### src/rtl/alu_pkg.sv
// Shared types for the multi-cycle ALU.
//   alu_op_e      : 4-bit opcode encoding (11, 14 and 15 are illegal)
//   alu_state_e   : control FSM states
//   is_multicycle : true for opcodes served by the iterative datapath
package alu_pkg;

  typedef enum logic [3:0] {
    OpAnd   = 4'd0,
    OpOr    = 4'd1,
    OpAdd   = 4'd2,
    OpXor   = 4'd3,
    OpNor   = 4'd4,
    OpSltu  = 4'd5,
    OpSub   = 4'd6,
    OpSlt   = 4'd7,
    OpSll   = 4'd8,
    OpSrl   = 4'd9,
    OpSra   = 4'd10,
    OpMultu = 4'd12,
    OpDivu  = 4'd13
  } alu_op_e;

  typedef enum logic [1:0] {
    StIdle,
    StMul,
    StDiv,
    StDone
  } alu_state_e;

  function automatic logic is_multicycle(logic [3:0] f);
    return (f == OpMultu) || (f == OpDivu);
  endfunction

endpackage

### src/rtl/alu_muldiv_iter.sv
// Iterative unsigned multiply / divide datapath, one bit per cycle.
//   clk_i, rst_ni : clock, asynchronous active-low reset
//   start_i       : load operands and begin (op_div_i selects DIVU, else MULTU)
//   a_i, b_i      : operands, sampled only on start_i
//   done_o        : high in the final iteration cycle; lo_o/hi_o are the final
//                   result in that same cycle
//   lo_o, hi_o    : MULTU low/high product word; DIVU quotient/remainder
// Multiply: acc = {hi, lo}, lo starts as b; each step adds a to hi when
// lo[0] is set, then shifts the whole accumulator right one place.
// Divide (restoring): acc = {rem, quo}, quo starts as a; each step shifts
// one dividend bit into rem and subtracts the divisor when it fits.
// A zero divisor always "fits", which yields quo = all ones and rem = a.
module alu_muldiv_iter #(
  parameter int unsigned Width = 32
) (
  input  logic             clk_i,
  input  logic             rst_ni,
  input  logic             start_i,
  input  logic             op_div_i,
  input  logic [Width-1:0] a_i,
  input  logic [Width-1:0] b_i,
  output logic             done_o,
  output logic [Width-1:0] lo_o,
  output logic [Width-1:0] hi_o
);

  localparam int unsigned CntW = $clog2(Width);
  localparam logic [CntW-1:0] LastCnt = CntW'(Width - 1);

  logic [2*Width-1:0] acc_q, acc_step;
  logic [Width-1:0]   opnd_q;
  logic               div_q;
  logic               busy_q;
  logic [CntW-1:0]    cnt_q;

  logic [Width:0]     mul_sum;
  logic [Width:0]     rem_shift;
  logic [Width-1:0]   rem_sub;
  logic               div_ge;

  always_comb begin
    mul_sum   = {1'b0, acc_q[2*Width-1:Width]} + (acc_q[0] ? {1'b0, opnd_q} : '0);
    rem_shift = acc_q[2*Width-1:Width-1];
    div_ge    = rem_shift >= {1'b0, opnd_q};
    // The remainder after a successful subtract is below the divisor, so
    // the low Width bits carry the full result.
    rem_sub   = rem_shift[Width-1:0] - opnd_q;
    if (div_q) begin
      acc_step = {(div_ge ? rem_sub : rem_shift[Width-1:0]), acc_q[Width-2:0], div_ge};
    end else begin
      acc_step = {mul_sum, acc_q[Width-1:1]};
    end
  end

  assign done_o = busy_q && (cnt_q == LastCnt);
  assign lo_o   = acc_step[Width-1:0];
  assign hi_o   = acc_step[2*Width-1:Width];

  always_ff @(posedge clk_i or negedge rst_ni) begin
    if (!rst_ni) begin
      acc_q  <= '0;
      opnd_q <= '0;
      div_q  <= 1'b0;
      busy_q <= 1'b0;
      cnt_q  <= '0;
    end else if (start_i) begin
      acc_q  <= op_div_i ? {{Width{1'b0}}, a_i} : {{Width{1'b0}}, b_i};
      opnd_q <= op_div_i ? b_i : a_i;
      div_q  <= op_div_i;
      busy_q <= 1'b1;
      cnt_q  <= '0;
    end else if (busy_q) begin
      acc_q <= acc_step;
      cnt_q <= cnt_q + 1'b1;
      if (done_o) begin
        busy_q <= 1'b0;
      end
    end
  end

endmodule

### src/rtl/alu_mc.sv
// Multi-cycle ALU with valid/ready handshakes on operands and result.
//   clk, reset_n         : clock, asynchronous active-low reset
//   in_valid / in_ready  : operand handshake (in_ready only in IDLE)
//   a, b, f              : operands and 4-bit opcode, captured at accept
//   out_valid/out_ready  : result handshake (out_valid only in DONE)
//   y, hi                : result; hi is MULTU high word / DIVU remainder
//   zero, ovf            : y == 0; signed overflow for ADD/SUB
// Single-cycle ops are evaluated from the live inputs and written to the
// result registers on the accept edge. MULTU/DIVU hand the operands to
// the iterative datapath and write its result on its final iteration.
module alu_mc
  import alu_pkg::*;
#(
  parameter int unsigned WIDTH = 32
) (
  input  logic             clk,
  input  logic             reset_n,
  input  logic             in_valid,
  output logic             in_ready,
  input  logic [WIDTH-1:0] a,
  input  logic [WIDTH-1:0] b,
  input  logic [3:0]       f,
  output logic             out_valid,
  input  logic             out_ready,
  output logic [WIDTH-1:0] y,
  output logic [WIDTH-1:0] hi,
  output logic             zero,
  output logic             ovf
);

  localparam int unsigned SHW = $clog2(WIDTH);

  alu_state_e state_q, state_d;

  logic [WIDTH-1:0] y_q, y_d;
  logic [WIDTH-1:0] hi_q, hi_d;
  logic             zero_q, zero_d;
  logic             ovf_q, ovf_d;

  logic             accept;
  logic             iter_start;
  logic             iter_done;
  logic [WIDTH-1:0] iter_lo, iter_hi;

  logic [WIDTH-1:0] sc_y;
  logic             sc_ovf;
  logic [WIDTH-1:0] sum, diff;
  logic             ovf_add, ovf_sub;
  logic [SHW-1:0]   shamt;

  assign in_ready   = (state_q == StIdle);
  assign accept     = in_valid && in_ready;
  assign iter_start = accept && is_multicycle(f);

  // Single-cycle combinational ops.
  always_comb begin
    shamt   = b[SHW-1:0];
    sum     = a + b;
    diff    = a - b;
    ovf_add = (a[WIDTH-1] == b[WIDTH-1]) && (sum[WIDTH-1] != a[WIDTH-1]);
    ovf_sub = (a[WIDTH-1] != b[WIDTH-1]) && (diff[WIDTH-1] != a[WIDTH-1]);
    sc_y    = '0;
    sc_ovf  = 1'b0;
    case (f)
      OpAnd:  sc_y = a & b;
      OpOr:   sc_y = a | b;
      OpAdd:  begin
        sc_y   = sum;
        sc_ovf = ovf_add;
      end
      OpXor:  sc_y = a ^ b;
      OpNor:  sc_y = ~(a | b);
      OpSltu: sc_y = {{(WIDTH-1){1'b0}}, (a < b)};
      OpSub:  begin
        sc_y   = diff;
        sc_ovf = ovf_sub;
      end
      // Sign of a-b corrected by overflow gives the true signed a<b.
      OpSlt:  sc_y = {{(WIDTH-1){1'b0}}, (diff[WIDTH-1] ^ ovf_sub)};
      OpSll:  sc_y = a << shamt;
      OpSrl:  sc_y = a >> shamt;
      OpSra:  sc_y = WIDTH'($signed(a) >>> shamt);
      default: begin
        sc_y   = '0;
        sc_ovf = 1'b0;
      end
    endcase
  end

  // Next-state and result-register load.
  always_comb begin
    state_d = state_q;
    y_d     = y_q;
    hi_d    = hi_q;
    zero_d  = zero_q;
    ovf_d   = ovf_q;
    unique case (state_q)
      StIdle: begin
        if (accept) begin
          if (f == OpMultu) begin
            state_d = StMul;
          end else if (f == OpDivu) begin
            state_d = StDiv;
          end else begin
            state_d = StDone;
            y_d     = sc_y;
            hi_d    = '0;
            zero_d  = (sc_y == '0);
            ovf_d   = sc_ovf;
          end
        end
      end
      StMul, StDiv: begin
        if (iter_done) begin
          state_d = StDone;
          y_d     = iter_lo;
          hi_d    = iter_hi;
          zero_d  = (iter_lo == '0);
          ovf_d   = 1'b0;
        end
      end
      StDone: begin
        if (out_ready) begin
          state_d = StIdle;
        end
      end
      default: state_d = StIdle;
    endcase
  end

  always_ff @(posedge clk or negedge reset_n) begin
    if (!reset_n) begin
      state_q <= StIdle;
      y_q     <= '0;
      hi_q    <= '0;
      zero_q  <= 1'b0;
      ovf_q   <= 1'b0;
    end else begin
      state_q <= state_d;
      y_q     <= y_d;
      hi_q    <= hi_d;
      zero_q  <= zero_d;
      ovf_q   <= ovf_d;
    end
  end

  alu_muldiv_iter #(
    .Width(WIDTH)
  ) u_iter (
    .clk_i   (clk),
    .rst_ni  (reset_n),
    .start_i (iter_start),
    .op_div_i(f == OpDivu),
    .a_i     (a),
    .b_i     (b),
    .done_o  (iter_done),
    .lo_o    (iter_lo),
    .hi_o    (iter_hi)
  );

  assign out_valid = (state_q == StDone);
  assign y         = y_q;
  assign hi        = hi_q;
  assign zero      = zero_q;
  assign ovf       = ovf_q;

endmodule

### config.mk
export PLATFORM = sky130hd
export DESIGN_NAME = alu_mc
export DESIGN_NICKNAME = d
export VERILOG_FILES = /design/src/rtl/alu_pkg.sv /design/src/rtl/alu_muldiv_iter.sv /design/src/rtl/alu_mc.sv
export SDC_FILE = /design/constraint.sdc
export NUM_CORES = 1
export LEC_CHECK = 0
export ABC_AREA = 1
export CORE_ASPECT_RATIO = 1.4
export CORE_MARGIN = 2
export CORE_UTILIZATION = 43
export CTS_BUF_LIST = sky130_fd_sc_hd__clkbuf_4 sky130_fd_sc_hd__clkbuf_8
export CTS_CLUSTER_DIAMETER = 60
export DETAILED_ROUTE_END_ITERATION = 10
export PLACE_DENSITY = 0.6
export REMOVE_ABC_BUFFERS = 1
export SLEW_MARGIN = 20
export SYNTH_ARGS = -nofsm -noshare
export SYNTH_HDL_FRONTEND = slang
export SYNTH_SLANG_ARGS = --single-unit
### constraint.sdc
create_clock -name clk -period 3.7 [get_ports clk]
set_input_delay 0.555 -clock clk [delete_from_list [all_inputs] [get_ports clk]]
set_output_delay 0.555 -clock clk [all_outputs]
set_load 0.1 [all_outputs]
======== After elaboration in Yosys (flattened, before gate mapping) ========
Index checks and enable logic that the tools add are counted.
cells by class
  add/sub/neg operators ................... 5
  multiply operators ...................... 0
  divide/modulo/power cells ............... 0
  $lt $le $gt $ge ......................... 2
  equality and inequality tests ........... 25
  shifts and indexed selects .............. 3
  muxes and demuxes ....................... 40
  bitwise gates (word level) .............. 5
  reduce and logical (&&, ||, !) cells .... 15
operators by type and width
  kind                                                  number
  2-to-1 mux 32 bit                                     12
  case mux 32 bit (11 select lines)                     1
  2-to-1 mux 64 bit                                     3
  case mux 32 bit (2 select lines)                      2
  logical NOT 32 bit                                    2
  subtractor 32 bit                                     2
  adder 32 x 33 -> 33 bit                               1
  >= comparator 33 x 32 -> 1 bit                        1
  adder 32 bit                                          1
  AND 32 bit                                            1
  < comparator 32 bit                                   1
  NOT 32 bit                                            1
  bitwise OR 32 bit                                     1
  left shift 32 x 5 -> 32 bit                           1
  >> shifter 32 x 5 -> 32 bit                           1
  >>> shifter 32 x 5 -> 32 bit                          1
  XOR 32 bit                                            1
  equality test 4 bit (second input constant)           5
  equality test 4 x 3 -> 1 bit (second input constant)  4
  2-to-1 mux 1 bit                                      12
  2-to-1 mux 5 bit                                      2
  equality test 4 x 2 -> 1 bit (second input constant)  2
  2-to-1 mux 2 bit                                      4
  inequality test 2 bit (second input constant)         3
  19 further kinds                                      30
storage, ports and cells
  register bits ........................... 171
  bits in latches ......................... 0
  memory bits (writable) .................. 0
  bits in read-only memories .............. 0
  bits of input ports ..................... 72
  logic and storage cells ................. 105
  memories ................................ 0

======== Longest topological paths before layout ========
  word-level depth ........................ 10
  gate-level depth with buffers ........... 31
  mapped depth without buffers ............ 28

======== Hierarchy ========
Synthesis repeated with hierarchy kept, for this count alone.
second synthesis, totals
  cells, all modules ...................... 4307
  area total of the unflattened synthesis .. 24294.6 um^2
modules (own cells, without submodules)
  module           instances  cells each  area each (um^2)  seq. area each (um^2)
  alu_mc           1          2523        13613.1           1701.6
  alu_muldiv_iter  1          1784        10681.5           2577.5

======== Worst setup path before layout ========
Ideal clock, no wire load.
  path kind ............................... in2reg
  from .................................... in b[3]
  to ...................................... reg zero_q (netlist: zero)
  arrival ................................. 3727 ps
  required time ........................... 3622 ps
  setup slack ............................. -105 ps
  stages on the path ...................... 24
  buffers on the path ..................... 3
  cell sequence ........................... buf_2 -> inv_2 -> clkbuf_1 -> ha_1 -> buf_2 -> nor2_1 -> nand3_1 -> nand3_1 -> nand2_1 -> nand2_1 -> nand2_1 -> nand2_1 -> a21oi_1 -> o21bai_1 -> fa_1 -> nand2_1 -> nand3_1 -> nor3_1 -> o2111ai_1 -> a21oi_1 -> nand2_1 -> nor2_1 -> nand2_1 -> a21oi_1
between the ends
  cells in the longest elaborated chain, start to end .. 10
RTL lines
  element                                line           text
  start, declared                        alu_mc.sv:21   input logic [WIDTH-1:0] b,
  subtractor 32 bit                      alu_mc.sv:59   diff = a - b;
  inequality test 1 bit                  alu_mc.sv:61   ovf_sub = (a[WIDTH-1] != b[WIDTH-1]) && (diff[WIDTH-1] != a[WIDTH-1]);
  logical AND 1 bit                      alu_mc.sv:61
  XOR 1 bit                              alu_mc.sv:79   OpSlt: sc_y = {{(WIDTH-1){1'b0}}, (diff[WIDTH-1] ^ ovf_sub)};
  case mux 32 bit (11 select lines) (*)  alu_mc.sv:64   case (f)
  logical NOT 32 bit (*)                 alu_mc.sv:108  zero_d = (sc_y == '0);
  2-to-1 mux 1 bit (*)                   alu_mc.sv:102  end else if (f == OpDivu) begin
  2-to-1 mux 1 bit (*)                   alu_mc.sv:100  if (f == OpMultu) begin
  2-to-1 mux 1 bit (*)                   alu_mc.sv:99   if (accept) begin
  case mux 1 bit (2 select lines) (*)    alu_mc.sv:97   unique case (state_q)
  end signal, assigned                   alu_mc.sv:142  zero_q <= zero_d;
  end, declared                          alu_mc.sv:37   logic zero_q, zero_d;
Every way passes the cells marked *; elsewhere a longest branch is shown, timed or not. The select of a mux whose other input is x is not followed.
A chain may end at the register's enable or synchronous reset.

======== Worst setup path after layout ========
  from .................................... in b[6]
  to ...................................... reg zero_q (netlist: zero)
The elaborated chain is that of the path after synthesis.

==> summary.txt <==
Critical path
  • CP required: 4.15 ns
  • Setup crit end kind: flop
  • Buf+Inv Stages, Crit Path: 3
  • Reg-to-reg setup timing slack: 0.37 ns
  • Startpoint Class: input port
  • Kind of critical path: in -> reg
  • Signal arrival time at the worst endpoint: 4.03 ns
  • CP Max Fanout: 3
  • FF-to-FF End: hi[20]
  • Top cell by count, worst path: nand2_1
  • FF-to-FF path depth: 14
  • Crit-path cells: clkdlybuf4s50_1 > inv_1 > ha_4 > inv_1 > nand2_1 > nand2_1 > nand2_1 > nand2_1 > a21oi_2 > nand2_2 > nand2_1 > nand2_2 > a21oi_1 > o21bai_1 > fa_1 > nand2_1 > nand3_1 > nor3_2 > o2111ai_2 > a21oi_2 > nand2_1 > nor2_1 > nand2_1 > a21oi_1
  • Crit. Startpoint: b[6]
  • FF-to-FF Start: u_iter.acc_q[36]
  • CP delay by family, top: simple AND/OR/NAND/NOR gates
  • Slowest stage delay, CP: 0.50 ns
  • Slowest stage cell, crit path: clkdlybuf4s50_1

Floorplan
  • # rows: 99
  • Num ports: 140
  • Core area: 52100 um2
  • Initial Util: 43.6%
  • Die extent in x: 198 um
  • Die area: 54800 um2
  • Die Ht: 276 um

Clock network
  • CTS Hold Buffers Added: 0
  • H-tree depth reported by CTS: 4
  • Sink Count: 171
  • Cts bufs inserted: 17
  • CTS tree: yes
  • Worst-Skew Late Latency: 0.51 ns
  • Clock Tree Root: clkbuf_8
  • Postcts setup bufs: 0
  • Worst-path clk slew: 0.13 ns
  • Clock Tree Buf Depth: 2

GRT
  • Antenna violations before repair: 5
  • Met1 Resource Use GR: 46.9%
  • Total Routing Usage GR: 43.2%
  • Grt total ovfl: 0
  • Met3 usage in global routing: 6.25%
  • Vias in the first global route: 28.3k
  • First-pass GRT wire length: 174000 um
  • Most used routing layer: met2
  • Largest net degree at the start of global routing: 91
  • M2 GR Usage: 72.0%

Yosys
  • Yosys warns: 0
  • EDFF count, synth: 0
  • Count of unique library cells instantiated by Yosys: 55
  • Post-synth ARST share: 100%
  • Primary FF master, synth: dfrtp_1
  • Synthesized area per cell: 5.71 um2
  • Post-synthesis sequential area ratio: 18.8%
  • FF+latch count, synth: 171
  • Mapped Cells: 3979
  • Post-Syn Area: 22700 um2

Detailed routing
  • First drt pass iteration count: 7
  • Post-Route WL: 120000 um
  • Via density: 5.64
  • Via count: 29.3k
  • WL/cell: 23.0 um
  • Residual DRC: 0
  • Routed Antenna Nets: 0
  • 1st-iter DRT viols: 2406

STA
  • Count of final max-slew check failures: 0
  • Fin. Hold Viols: 0
  • Final setup margin: 0.121 ns
  • Final worst-path cycle share: 96.7%
  • Setup violators final: 0
  • Worst-Margin Slew: 1.12 ns
  • Clock Skew: 0.0276 ns
  • Worst rel slew slack: 24.8%
  • Min cycle time layout: 3.58 ns
  • Achievable Freq: 0.279 GHz
  • Post-Route Setup TNS: 0 ns
  • RSZ-0062 raised after global routing: yes

Final layout
  • Fill cells: 5548
  • Finished Layout Cells: 5191
  • Layout area overhead: 27.5%
  • Final #Nets: 4719
  • Final Cell Area: 29000 um2
  • Share of cells above drive strength 1: 14.3%

Placement
  • Pre-CTS setup slack: -0.859 ns
  • Detailed Place HPWL: 98800 um
  • Gpl congestion: 1.06
  • Cell Area, Placed: 28200 um2
  • Placed cell count: 5156
  • Port bufs: 139

Power and ir drop
  • Static leakage: 15.6 nW
  • Pwr dens: 719 nW/um2
  • Worst VDD drop: 0.507 mV
  • Total Power: 20.8 mW

Outcome
  • Status: complete, no violations

Flow run
  • Max Cap Viol: 0

Min path
  • HP Class: in -> async
-- registers in the layout (all words and copies together), names as in the netlist --
register       cells
state_q            2
u_iter.div_q       1
ovf                1
hi                32
u_iter.opnd_q     32
y                 32
u_iter.acc_q      64
u_iter.cnt_q       5
zero               1
u_iter.busy_q      1
-- per-layer routing --
metal  up-vias  part of all wire (%)
met5         -                 0.034
met1     13400                    35
met4         6                    11
met2      1397                    47
li1      14000                     -
met3       472                   7.0
-- worst max path at each step --
| stage | to | slack, ns | cells after the start |
|---|---|---|---|
| 6_report | zero | 0.12 | 24 |
| 3_3_place_gp | zero | -0.77 | 22 |
| 4_1_cts | zero | 0.001 | 22 |
| 5_1_grt | zero | -0.10 | 29 |
| 2_1_floorplan | u_iter.acc_q[18] | -2.86 | 9 |
| 3_5_place_dp | zero | -0.86 | 22 |
-- timing repair --
action | CTS | global route
resized for setup | 10 | 62
endpoints found under the setup margin | 3 | 19
pin swaps | 1 | 10
-- cell usage in the layout (no fill, tap or decap), types with 8 or more instances in the layout --
| cell | n |
|---|---|
| o21a_1 | 8 |
| buf_12 | 18 |
| nor2_1 | 287 |
| nor4_1 | 11 |
| o22ai_1 | 11 |
| a21oi_1 | 184 |
| nor3_1 | 44 |
| inv_1 | 453 |
| a21o_1 | 16 |
| nand3_1 | 532 |
| dfrtp_1 | 169 |
| clkdlybuf4s50_1 | 120 |
| ha_4 | 10 |
| xor2_1 | 18 |
| nand4_1 | 44 |
| nor2_2 | 18 |
| o211ai_1 | 37 |
| or2_2 | 18 |
| nand2_2 | 13 |
| nor2_4 | 11 |
| buf_4 | 483 |
| o221ai_1 | 32 |
| o21ai_1 | 10 |
| o21bai_1 | 19 |
| clkbuf_8 | 19 |
| inv_2 | 12 |
| a31oi_1 | 10 |
| ha_1 | 162 |
| dlymetal6s2s_1 | 15 |
| a221o_1 | 8 |
| nand2_1 | 1352 |
| xnor2_1 | 9 |
| o21ai_0 | 241 |
-- cells in the mapped netlist (7+ instances only) --
cell / n / area share (%)
buf_2: 49 / 1.1
xor2_1: 18 / 0.69
ha_1: 174 / 9.6
o21a_1: 8 / 0.26
o21ai_1: 7 / 0.15
nor2_1: 307 / 5.1
buf_6: 8 / 0.40
nor4_1: 11 / 0.30
inv_1: 456 / 7.5
dfrtp_1: 171 / 19
a31oi_1: 10 / 0.28
a21oi_1: 187 / 4.1
a21o_1: 16 / 0.53
or2_2: 18 / 0.50
nand3b_1: 7 / 0.23
o221ai_1: 32 / 1.2
nand2_1: 1360 / 22
inv_2: 9 / 0.15
xnor2_1: 9 / 0.35
o211ai_1: 37 / 1.2
nor2_2: 9 / 0.25
a211oi_1: 7 / 0.23
nand4_1: 44 / 1.2
nand3_1: 536 / 12
buf_4: 9 / 0.30
o21bai_1: 19 / 0.63
a221o_1: 8 / 0.35
nor3_1: 45 / 0.99
o21ai_0: 244 / 5.4
o22ai_1: 11 / 0.30
clkbuf_1: 84 / 1.4
buf_1: 19 / 0.31
-- worst register-to-register path: stages (launching register included) --
cell and delay, ns:
dfrtp_1 0.45, ha_1 0.40, nand2_1 0.42, inv_1 0.16, a21oi_1 0.08, buf_4 0.15, o21bai_1 0.44, buf_4 0.22
a21oi_1 0.09, nor3_1 0.32, o21ai_0 0.14, nand4_1 0.12, nand3_1 0.11, nand2_1 0.08, nand2_1 0.06
-- stage by stage --
stage                     hold WS, ns  util, %
final                          0.0472     55.6
after global placement          0.462     54.2
after detailed placement        0.465     54.2
after global routing            0.100     55.6
after floorplan                 0.259        -
after CTS                      0.0721     55.1
-- final cells by class --
type                    instances  area (um2)  area share [%]
flip-flops and latches        171        4280            14.8
clock inverters                14         178           0.613
repair buffers                640        5400            18.6
diodes                          3        7.51          0.0259
multi-input cells            3169       16200            55.9
inverters                     469        1770            6.09
well taps                     707         885            3.05
clock buffers                  18         248           0.855
-- kinds of logic after synthesis --
logic type	after synthesis	share of synthesized area, %
flops	171	18.8
simple gates	2354	43.3
buf+inv	639	11.2
compound gates	609	15.5
fa+ha+maj	179	10.0
xor+xnor	27	1.04
-- power breakdown --
group | leakage (nW) | internal (mW) | switching [mW]
clock network | 0.210 | 0.535 | 0.879
registers | 2.14 | 2.73 | 0.733
logic | 13.2 | 4.94 | 11.0
Note: power is estimated with default switching activity, not from simulation.
